--- config.mk ---
export PLATFORM = sky130hd
export DESIGN_NAME = ssram_ctrl
export DESIGN_NICKNAME = d
export VERILOG_FILES = /design/src/rtl/ssram_ctrl_pkg.sv /design/src/rtl/ssram_wl_dec.sv /design/src/rtl/ssram_ctrl.sv
export SDC_FILE = /design/constraint.sdc
export NUM_CORES = 1
export LEC_CHECK = 0
export CORE_MARGIN = 2
export CORE_UTILIZATION = 52
export DETAILED_ROUTE_END_ITERATION = 8
export HOLD_SLACK_MARGIN = 0.05
export PLACE_DENSITY = 0.85
export SLEW_MARGIN = 20
export SYNTH_ARGS = -nofsm -noshare
export SYNTH_HDL_FRONTEND = slang
export SYNTH_SLANG_ARGS = --single-unit
--- constraint.sdc ---
create_clock -name CLK_RBL -period 5.9 [get_ports CLK_RBL]
set_clock_uncertainty 0.05 [all_clocks]
set_input_delay 1.18 -clock CLK_RBL [delete_from_list [all_inputs] [get_ports CLK_RBL]]
set_output_delay 1.18 -clock CLK_RBL [all_outputs]
set_load 0.01 [all_outputs]
--- src/rtl/ssram_ctrl_pkg.sv ---
// Shared types and timing constants for the SSRAM request-side controller.
package ssram_ctrl_pkg;
    typedef enum logic [2:0] {
        IDLE, WR_SETUP, WR_CLK, RD_SETUP, RD_CLK, RD_WAIT, RECOVER
    } state_e;

    localparam int RD_EVAL_CYCLES  = 10;
    localparam int RECOVER_CYCLES  = 2;
    localparam int CLK_HIGH_CYCLES = 2;

    localparam int AW  = 8;
    localparam int DW  = 32;
    localparam int ENW = 5;
    localparam int WCW = 6;
    localparam int WLW = 1 << AW;
endpackage

--- src/rtl/ssram_wl_dec.sv ---
// Registered address-to-wordline one-hot decoder, loaded when a request is granted.
module ssram_wl_dec
    import ssram_ctrl_pkg::*;
(
    input  logic           CLK_RBL,
    input  logic           rst_n,
    input  logic           load_i,
    input  logic [AW-1:0]  addr_i,
    output logic [WLW-1:0] wl_o
);
    logic [WLW-1:0] wl_q;

    always_ff @(posedge CLK_RBL or negedge rst_n) begin
        if (!rst_n)      wl_q <= '0;
        else if (load_i) wl_q <= WLW'(1) << addr_i;
    end

    assign wl_o = wl_q;
endmodule

--- src/rtl/ssram_ctrl.sv ---
// Sequences single-word reads/writes into the SSRAM macro strobes, waits out the
// read evaluation window and retries flagged reads with boosted discharge.
module ssram_ctrl
    import ssram_ctrl_pkg::*;
#(
    parameter int MAX_RETRY = 2
) (
    input  logic            CLK_RBL,
    input  logic            rst_n,
    input  logic            req_i,
    input  logic            we_i,
    input  logic [AW-1:0]   addr_i,
    input  logic [DW-1:0]   wdata_i,
    output logic            gnt_o,
    output logic            rvalid_o,
    output logic [DW-1:0]   rdata_o,
    output logic            err_o,
    input  logic [ENW-1:0]  cfg_en_i,
    input  logic [ENW-1:0]  cfg_en_boost_i,
    input  logic            cfg_mode_i,
    output logic            sram_cen_o,
    output logic            sram_wen_o,
    output logic            sram_clk_o,
    output logic [AW-1:0]   sram_brs_o,
    output logic [WLW-1:0]  sram_wl_o,
    output logic [11:0]     sram_en_o,
    output logic            sram_mode_o,
    output logic            sram_boost_en_o,
    output logic [DW-1:0]   sram_d_o,
    input  logic [DW-1:0]   sram_q_i,
    input  logic            sram_flag_i
);
    localparam logic [1:0] CLK_LAST = 2'(CLK_HIGH_CYCLES - 1);
    localparam logic [1:0] REC_LAST = 2'(RECOVER_CYCLES - 1);
    localparam logic [2:0] MAXR     = 3'(MAX_RETRY);

    state_e         state_q, state_d;
    logic           we_q, we_d, mode_q, mode_d, boost_q, boost_d, flag_q, flag_d;
    logic [AW-1:0]  addr_q, addr_d;
    logic [DW-1:0]  wdata_q, wdata_d, qs_q, qs_d, rdata_q, rdata_d;
    logic [ENW-1:0] act_q, act_d;
    logic [2:0]     retry_q, retry_d;
    logic [WCW-1:0] wait_q, wait_d;
    logic [1:0]     ph_q, ph_d;
    logic           rvalid_q, rvalid_d, err_q, err_d;
    logic           cen_q, wen_q, clk_q;
    logic [AW-1:0]  brs_q;
    logic [ENW-1:0] en_q;
    logic [DW-1:0]  d_q;
    logic           grant;

    assign grant = req_i && (state_q == IDLE);
    assign gnt_o = grant;

    always_comb begin
        state_d  = state_q;
        we_d     = we_q;
        addr_d   = addr_q;
        wdata_d  = wdata_q;
        act_d    = act_q;
        mode_d   = mode_q;
        retry_d  = retry_q;
        wait_d   = wait_q;
        ph_d     = ph_q;
        boost_d  = boost_q;
        qs_d     = qs_q;
        flag_d   = flag_q;
        rvalid_d = 1'b0;
        rdata_d  = rdata_q;
        err_d    = 1'b0;
        case (state_q)
            IDLE: begin
                boost_d = 1'b0;
                if (req_i) begin
                    we_d    = we_i;
                    addr_d  = addr_i;
                    wdata_d = wdata_i;
                    act_d   = cfg_en_i;
                    mode_d  = cfg_mode_i;
                    retry_d = '0;
                    state_d = we_i ? WR_SETUP : RD_SETUP;
                end
            end
            WR_SETUP: state_d = WR_CLK;
            WR_CLK: begin
                ph_d    = '0;
                state_d = RECOVER;
            end
            RD_SETUP: begin
                // Counter runs from RD_CLK entry so sampling lands EN+10 edges after CLK rises.
                wait_d  = WCW'(act_q) + WCW'(RD_EVAL_CYCLES);
                ph_d    = '0;
                state_d = RD_CLK;
            end
            RD_CLK: begin
                wait_d = wait_q - 1'b1;
                if (ph_q == CLK_LAST) state_d = RD_WAIT;
                else                  ph_d    = ph_q + 1'b1;
            end
            RD_WAIT: begin
                if (wait_q == '0) begin
                    qs_d    = sram_q_i;
                    flag_d  = sram_flag_i;
                    ph_d    = '0;
                    state_d = RECOVER;
                end else begin
                    wait_d = wait_q - 1'b1;
                end
            end
            RECOVER: begin
                if (ph_q != REC_LAST) begin
                    ph_d = ph_q + 1'b1;
                end else if (!we_q && flag_q && (retry_q < MAXR)) begin
                    retry_d = retry_q + 1'b1;
                    act_d   = cfg_en_boost_i;
                    boost_d = 1'b1;
                    state_d = RD_SETUP;
                end else begin
                    rvalid_d = 1'b1;
                    err_d    = !we_q && flag_q;
                    if (!we_q) rdata_d = qs_q;
                    boost_d  = 1'b0;
                    state_d  = IDLE;
                end
            end
            default: state_d = IDLE;
        endcase
    end

    always_ff @(posedge CLK_RBL or negedge rst_n) begin
        if (!rst_n) begin
            state_q  <= IDLE;
            we_q     <= 1'b0;
            addr_q   <= '0;
            wdata_q  <= '0;
            act_q    <= '0;
            mode_q   <= 1'b0;
            retry_q  <= '0;
            wait_q   <= '0;
            ph_q     <= '0;
            boost_q  <= 1'b0;
            qs_q     <= '0;
            flag_q   <= 1'b0;
            rvalid_q <= 1'b0;
            rdata_q  <= '0;
            err_q    <= 1'b0;
        end else begin
            state_q  <= state_d;
            we_q     <= we_d;
            addr_q   <= addr_d;
            wdata_q  <= wdata_d;
            act_q    <= act_d;
            mode_q   <= mode_d;
            retry_q  <= retry_d;
            wait_q   <= wait_d;
            ph_q     <= ph_d;
            boost_q  <= boost_d;
            qs_q     <= qs_d;
            flag_q   <= flag_d;
            rvalid_q <= rvalid_d;
            rdata_q  <= rdata_d;
            err_q    <= err_d;
        end
    end

    // Macro strobes are registered from the current state, so they trail it by one edge.
    always_ff @(posedge CLK_RBL or negedge rst_n) begin
        if (!rst_n) begin
            cen_q <= 1'b1;
            wen_q <= 1'b1;
            clk_q <= 1'b0;
            brs_q <= '0;
            en_q  <= '0;
            d_q   <= '0;
        end else begin
            cen_q <= !(state_q inside {WR_SETUP, WR_CLK, RD_SETUP, RD_CLK, RD_WAIT});
            wen_q <= !(state_q inside {WR_SETUP, WR_CLK});
            clk_q <= state_q inside {WR_CLK, RD_CLK};
            brs_q <= (state_q inside {WR_SETUP, WR_CLK, RD_SETUP, RD_CLK, RD_WAIT}) ? addr_q : '0;
            en_q  <= (state_q inside {RD_SETUP, RD_CLK, RD_WAIT}) ? act_q : '0;
            d_q   <= (state_q inside {WR_SETUP, WR_CLK}) ? wdata_q : '0;
        end
    end

    ssram_wl_dec u_wl_dec (
        .CLK_RBL (CLK_RBL),
        .rst_n   (rst_n),
        .load_i  (grant),
        .addr_i  (addr_i),
        .wl_o    (sram_wl_o)
    );

    assign sram_cen_o      = cen_q;
    assign sram_wen_o      = wen_q;
    assign sram_clk_o      = clk_q;
    assign sram_brs_o      = brs_q;
    assign sram_en_o       = {7'b0, en_q};
    assign sram_mode_o     = mode_q;
    assign sram_boost_en_o = boost_q;
    assign sram_d_o        = d_q;
    assign rvalid_o        = rvalid_q;
    assign rdata_o         = rdata_q;
    assign err_o           = err_q;
endmodule

==> impl_metrics.env, run 1 <==
export IMPL_cts_resized=0
export IMPL_synth_most_common_cell="dfrtp_1"
export IMPL_grt_usage=0.304
export IMPL_rsz0062_at_grt="false"
export IMPL_nets=1943
export IMPL_layout_setup_ws_ns=1.85
export IMPL_cts_root_buf="clkbuf_16"
export IMPL_die_w_um=181
export IMPL_critPathArrivalTime_ns=2.82
export IMPL_path_common_cell="clkdlybuf4s50_1"
export IMPL_num_antenna_cells=0
export IMPL_drc_errors=0
export IMPL_leakagePower_nw=9.90
export IMPL_globalRoute_totalOverflow=0
export IMPL_synthToLayoutAreaGrowth_pct=36.5
export IMPL_clkPwrFrac=0.329
export IMPL_switchingPower_w=0.00237
export IMPL_hold_class="flop to flop"
export IMPL_cp_num_buf_inv=3
export IMPL_fp_coreArea_sq_um=30700
export IMPL_critical_path_class="primary input to output pin"
export IMPL_synthArstFlopShare=1.00
export IMPL_endpoint="gnt_o"
export IMPL_synth_cell_types=54
export IMPL_row_count=64
export IMPL_port_buffers=428
export IMPL_clk_pin_slew_worst_paths_ns=0.06
export IMPL_insertion_delay_ns=0.52
export IMPL_postLayoutCellArea_sq_um=22100
export IMPL_cp_startpoint="req_i"
export IMPL_placed_area_sq_um=20700
export IMPL_cts_path_max_buffers=3
export IMPL_yosysTopAreaCellShare=0.666
export IMPL_fp_dieH_um=181
export IMPL_finalHoldViolations=0
export IMPL_crit_chain="clkdlybuf4s50_1, or4b_4, clkinv_2, clkdlybuf4s50_1"
export IMPL_fillers=2052
export IMPL_ys_top_cells_by_count="dfrtp_1 (431), nand2_1 (417), o21ai_0 (216)"
export IMPL_ys_seq_area_frac=0.669
export IMPL_clock_sinks=433
export IMPL_num_vias=12669
export IMPL_max_freq_mhz=247
export IMPL_avgSynthCellArea_sq_um=11.1
export IMPL_synth_area_leaders="dfrtp_1 (67%), nand2_1 (9.7%), o21ai_0 (6.7%)"
export IMPL_dieArea_sq_um=32600
export IMPL_htreeDepth=2
export IMPL_cpMaxStageDelayCell="clkdlybuf4s50_1"
export IMPL_synth_main_ff_cell="dfrtp_1"
export IMPL_seqCellArea_sq_um=10800
export IMPL_drive_above_1_share=0.0801
export IMPL_ys_warn_count=0
export IMPL_maxSlewHeadroom=0.351
export IMPL_post_place_ws_ns=1.85
export IMPL_power_density_nw_per_um2=377
export IMPL_drt_iter0_markers=903
export IMPL_place_inst=2200
export IMPL_period_minus_slack_ns=4.05
export IMPL_numCtsBuffers=44
export IMPL_cpLargestDelayFamily="buffers and inverters"
export IMPL_synth_edf_count=0
export IMPL_regToRegSetupSlack_ns=2.87
export IMPL_avgViaCountPerCell=5.55
export IMPL_intPower_w=0.00597
export IMPL_netlist_instances=1458
export IMPL_start_util=0.528
export IMPL_fin_crit_sh=0.686
export IMPL_wl_per_cell_um=21.7
export IMPL_routed_wl_mm=49.6
export IMPL_grt_max_degree=152
export IMPL_io_pins=436
export IMPL_critPathLaunchType="primary input"
export IMPL_cp_required_ns=4.67
export IMPL_antenna_found_initial=0
export IMPL_final_core_util=0.721
export IMPL_cts_hold_buf=0
export IMPL_grt_pass1_vias=13167
export IMPL_ir_drop_mv=0.213
export IMPL_grt_first_pass_wirelength_mm=77.2
export IMPL_dp_hpwl_mm=33.8
export IMPL_setup_violations=0
export IMPL_max_cap_violations=0
export IMPL_outcome="finished, final reports clean"
export IMPL_multiInputGateArea_sq_um=4920
export IMPL_yosys_area_top_type="dfrtp_1"
export IMPL_dr_pass1_iters=5
export IMPL_fin_cells=2281
export IMPL_setup_tns_ns=0
export IMPL_path_max_fanout=3
export IMPL_crit_cells=4
export IMPL_worst_pin_slew_ns=0.961
export IMPL_r2r_end="u_wl_dec.wl_o[3]$_DFFE_PN0P_"
export IMPL_tritoncts="done"
export IMPL_cts_setup_buffers=0
export IMPL_reg2reg_from="state_q[2]$_DFFE_PN0P_"
export IMPL_switching_share=0.284
export IMPL_seqPwrFrac=0.459
export IMPL_syn_area_sq_um=16200
export IMPL_ys_ff_latch=433
export IMPL_rr_worst_depth=5
export IMPL_worst_path_largest_cell_delay_ns=0.55
export IMPL_p_comb_frac=0.213
export IMPL_end_kind="output pin"
export IMPL_slew_viol_final=0
export IMPL_ant_nets=0
export IMPL_gp_congestion=0.858
worst min path at each step:
stage                                 start                      end  slack (ns)  depth (start not counted)
floorplan             addr_q[1]$_DFFE_PN0P_    addr_q[1]$_DFFE_PN0P_        0.39                          2
global placement      addr_q[0]$_DFFE_PN0P_    addr_q[0]$_DFFE_PN0P_        0.40                          2
detailed placement   wdata_q[8]$_DFFE_PN0P_   wdata_q[8]$_DFFE_PN0P_        0.40                          2
CTS                 wdata_q[26]$_DFFE_PN0P_  wdata_q[26]$_DFFE_PN0P_        0.42                          2
global route        wdata_q[21]$_DFFE_PN0P_   sram_d_o[21]$_DFF_PN0_        0.44                          1
finish              wdata_q[16]$_DFFE_PN0P_  wdata_q[16]$_DFFE_PN0P_        0.42                          2
power groups by stage:
stage | Combinational (W) | Sequential, W | Clock, W
5_1_grt | 0.00194 | 0.00389 | 0.00289
3_3_place_gp | 0.00169 | 0.00383 | 0
3_5_place_dp | 0.00176 | 0.00387 | 0
4_1_cts | 0.00178 | 0.00382 | 0.00278
2_1_floorplan | 0.000880 | 0.00386 | 0
6_report | 0.00177 | 0.00382 | 0.00274
flip-flops by register name, summed over array words and instances, names as in the netlist, 2 cells and up:
| register | flops |
|---|---|
| rdata_o | 32 |
| u_wl_dec.wl_o | 256 |
| state_q | 3 |
| addr_q | 8 |
| en_q | 5 |
| wait_q | 6 |
| sram_brs_o | 8 |
| ph_q | 2 |
| sram_d_o | 32 |
| qs_q | 32 |
| retry_q | 3 |
| wdata_q | 32 |
| act_q | 5 |
worst min-delay path: stages, from the launching register on:
cell     delay, ns
dfrtp_1       0.33
nand2_1       0.05
nand2_1       0.05
cell type report:
| class | count | area share |
|---|---|---|
| Tap cell | 396 | 0.0224 |
| Timing Repair Buffer | 437 | 0.198 |
| Multi-Input combinational cell | 924 | 0.223 |
| Inverter | 10 | 0.00175 |
| Clock buffer | 68 | 0.0589 |
| Sequential cell | 433 | 0.490 |
| Clock inverter | 13 | 0.00577 |
per-stage QoR:
step / hold WS, ns / power (W)
finish: 0.415 / 0.00834
global placement: 0.399 / 0.00552
detailed placement: 0.404 / 0.00563
floorplan: 0.387 / 0.00474
CTS: 0.419 / 0.00838
global route: 0.439 / 0.00871
layout by cell type, fill, tap and decap left out, types with 8 or more instances in the layout:
master,netlist,routed
nand2b_1,9,9
nand2_1,417,417
clkdlybuf4s50_1,0,427
clkbuf_16,0,45
inv_1,9,9
clkbuf_1,63,14
nor2b_1,9,9
o21ai_1,24,24
clkbuf_8,0,9
clkinv_2,1,8
a22o_1,32,32
mux2_2,60,60
nor2_1,19,19
dfrtp_1,431,431
o21ai_0,216,216
a21oi_1,10,9
and2_1,51,51
cell families after synthesis:
kind of cell | count (synthesis) | synth area share
AOI/OAI and AO/OA | 300 | 0.103
other | 1 | 0.000231
adders and majority gates | 5 | 0.00386
DFF | 433 | 0.669
xor gates and xnor gates | 2 | 0.00108
buffers and inverters | 107 | 0.0296
muxes | 72 | 0.0495
and+or+nand+nor | 538 | 0.144
per-layer routing:
metal / track usage / up-vias / wire length (um)
li1: - / 5593 / -
met1: 0.378 / 6324 / 18800
met2: 0.490 / 611 / 23500
met3: 0.0954 / 141 / 4890
met4: 0.141 / 0 / 2400
met5: 0 / - / 0
Note: power is estimated with default switching activity, not from simulation.
==> inputs of run 2 (changes only) <==
--- a/config.mk
+++ b/config.mk
@@ -6,10 +6,10 @@
 export NUM_CORES = 1
 export LEC_CHECK = 0
 export CORE_MARGIN = 2
-export CORE_UTILIZATION = 52
+export CORE_UTILIZATION = 44
 export DETAILED_ROUTE_END_ITERATION = 8
 export HOLD_SLACK_MARGIN = 0.05
-export PLACE_DENSITY = 0.85
+export PLACE_DENSITY = 0.77
 export SLEW_MARGIN = 20
 export SYNTH_ARGS = -nofsm -noshare
 export SYNTH_HDL_FRONTEND = slang
==> constraint.sdc (replaced) <==
create_clock -name CLK_RBL -period 3.4 [get_ports CLK_RBL]
set_clock_uncertainty 0.05 [all_clocks]
set_input_delay 0.68 -clock CLK_RBL [delete_from_list [all_inputs] [get_ports CLK_RBL]]
set_output_delay 0.68 -clock CLK_RBL [all_outputs]
set_load 0.01 [all_outputs]
==> impl_metrics.env, run 2 (synthesis gave the netlist of run 1 again) <==
export IMPL_setup_violations=0
export IMPL_cp_num_buf_inv=2
export IMPL_period_minus_slack_ns=3.12
export IMPL_slew_viol_final=0
export IMPL_clock_sinks=433
export IMPL_ir_drop_mv=0.398
export IMPL_grt_usage=0.258
export IMPL_dr_pass1_iters=5
export IMPL_port_buffers=428
export IMPL_path_max_fanout=18
export IMPL_fin_crit_sh=0.917
export IMPL_power_density_nw_per_um2=649
export IMPL_cts_resized=0
export IMPL_rsz0062_at_grt="false"
export IMPL_critical_path_class="flop to output pin"
export IMPL_gp_congestion=0.831
export IMPL_max_freq_mhz=321
export IMPL_end_kind="output pin"
export IMPL_num_vias=12486
export IMPL_cts_path_max_buffers=3
export IMPL_drive_above_1_share=0.0931
export IMPL_regToRegSetupSlack_ns=0.61
export IMPL_insertion_delay_ns=0.56
export IMPL_crit_chain="or4b_4, clkinv_2, clkdlybuf4s50_1"
export IMPL_maxSlewHeadroom=0.344
export IMPL_largest_reg_flops=256
export IMPL_fp_dieH_um=196
export IMPL_place_inst=2295
export IMPL_finalHoldViolations=0
export IMPL_max_cap_violations=0
export IMPL_cts_setup_buffers=0
export IMPL_layout_common_cells="dfrtp_1 (431), clkdlybuf4s50_1 (427), nand2_1 (417), o21ai_0 (216), mux2_2 (60)"
export IMPL_drc_errors=0
export IMPL_globalRoute_totalOverflow=0
export IMPL_cp_required_ns=2.67
export IMPL_ant_nets=0
export IMPL_fin_cells=2379
export IMPL_start_util=0.445
export IMPL_cpLargestDelayFamily="simple AND/OR/NAND/NOR gates"
export IMPL_routed_wl_mm=49.6
export IMPL_critPathLaunchType="flop"
export IMPL_dp_hpwl_mm=34.7
export IMPL_numCtsBuffers=45
export IMPL_num_antenna_cells=0
export IMPL_clk_pin_slew_worst_paths_ns=0.06
export IMPL_critPathArrivalTime_ns=2.39
export IMPL_drt_iter0_markers=586
export IMPL_antenna_found_initial=1
export IMPL_cts_hold_buf=1
export IMPL_hold_class="flop to flop"
export IMPL_grt_first_pass_wirelength_mm=76.0
export IMPL_htreeDepth=2
export IMPL_cpMaxStageDelayCell="or4b_4"
export IMPL_cts_root_buf="clkbuf_16"
export IMPL_tritoncts="done"
export IMPL_die_w_um=196
export IMPL_final_common_cell="dfrtp_1"
export IMPL_worst_path_largest_cell_delay_ns=0.64
export IMPL_avgViaCountPerCell=5.25
export IMPL_fp_coreArea_sq_um=36400
export IMPL_grt_max_degree=137
export IMPL_wl_per_cell_um=20.8
export IMPL_outcome="finished, final reports clean"
export IMPL_row_count=70
export IMPL_setup_tns_ns=0
export IMPL_dieArea_sq_um=38400
export IMPL_io_pins=436
export IMPL_synthToLayoutAreaGrowth_pct=38.6
export IMPL_grt_pass1_vias=12948
export IMPL_worst_pin_slew_ns=0.984
export IMPL_leakagePower_nw=10.0
export IMPL_nets=1968
[run 2: cell type report]
cell class | instances | area (sq um)
fillers | 2831 | 14000
flip-flops and latches | 433 | 10800
multi-input cells | 924 | 4920
repair buffers | 461 | 4600
clock buffers | 68 | 1320
well taps | 468 | 586
clock inverters | 15 | 145
inverters | 10 | 38.8
[run 2: power breakdown]
part / switching [W] / total, W / internal, W
combinational: 0.00162 / 0.00315 / 0.00153
sequential: 0.000509 / 0.00657 / 0.00606
clock: 0.00206 / 0.00484 / 0.00278
[run 2: stage by stage]
stage	area (sq um)	utilization	setup slack, ns	total power (W)	hold slack [ns]
after floorplan	16200	-	1.01	0.00823	0.334
after global placement	21000	0.576	0.243	0.00966	0.400
after detailed placement	21000	0.576	0.173	0.00983	0.405
after CTS	22500	0.616	0.257	0.0147	0.419
after global routing	22500	0.616	0.203	0.0153	0.435
final	22500	0.616	0.281	0.0146	0.413
[run 2: path summary, 6_finish.rpt]
kind / endpoint / startpoint / cells past startpoint
max in group asynchronous: sram_d_o[9]$_DFF_PN0_ / rst_n / 3
worst max register to register: u_wl_dec.wl_o[28]$_DFFE_PN0P_ / state_q[1]$_DFFE_PN0P_ / 5
min in group asynchronous: u_wl_dec.wl_o[233]$_DFFE_PN0P_ / rst_n / 2
worst min register to register: wdata_q[26]$_DFFE_PN0P_ / wdata_q[26]$_DFFE_PN0P_ / 2
worst min-delay path: wdata_q[26]$_DFFE_PN0P_ / wdata_q[26]$_DFFE_PN0P_ / 2
worst max-delay path: gnt_o / state_q[1]$_DFFE_PN0P_ / 3
[run 2: per-layer routing]
metal | track usage | routed length [um]
met1 | 0.316 | 19400
met2 | 0.424 | 23400
met3 | 0.0791 | 4730
met4 | 0.116 | 2130
met5 | 0 | 0
[run 2: worst register-to-register path: cells and delay by family, from the launching register on]
| family | cells | cell delay, ns |
|---|---|---|
| flip-flops | 1 | 0.66 |
| AO/OA/AOI/OAI | 1 | 0.12 |
| AND/OR/NAND/NOR | 2 | 0.44 |
| buffers and inverters | 2 | 1.42 |
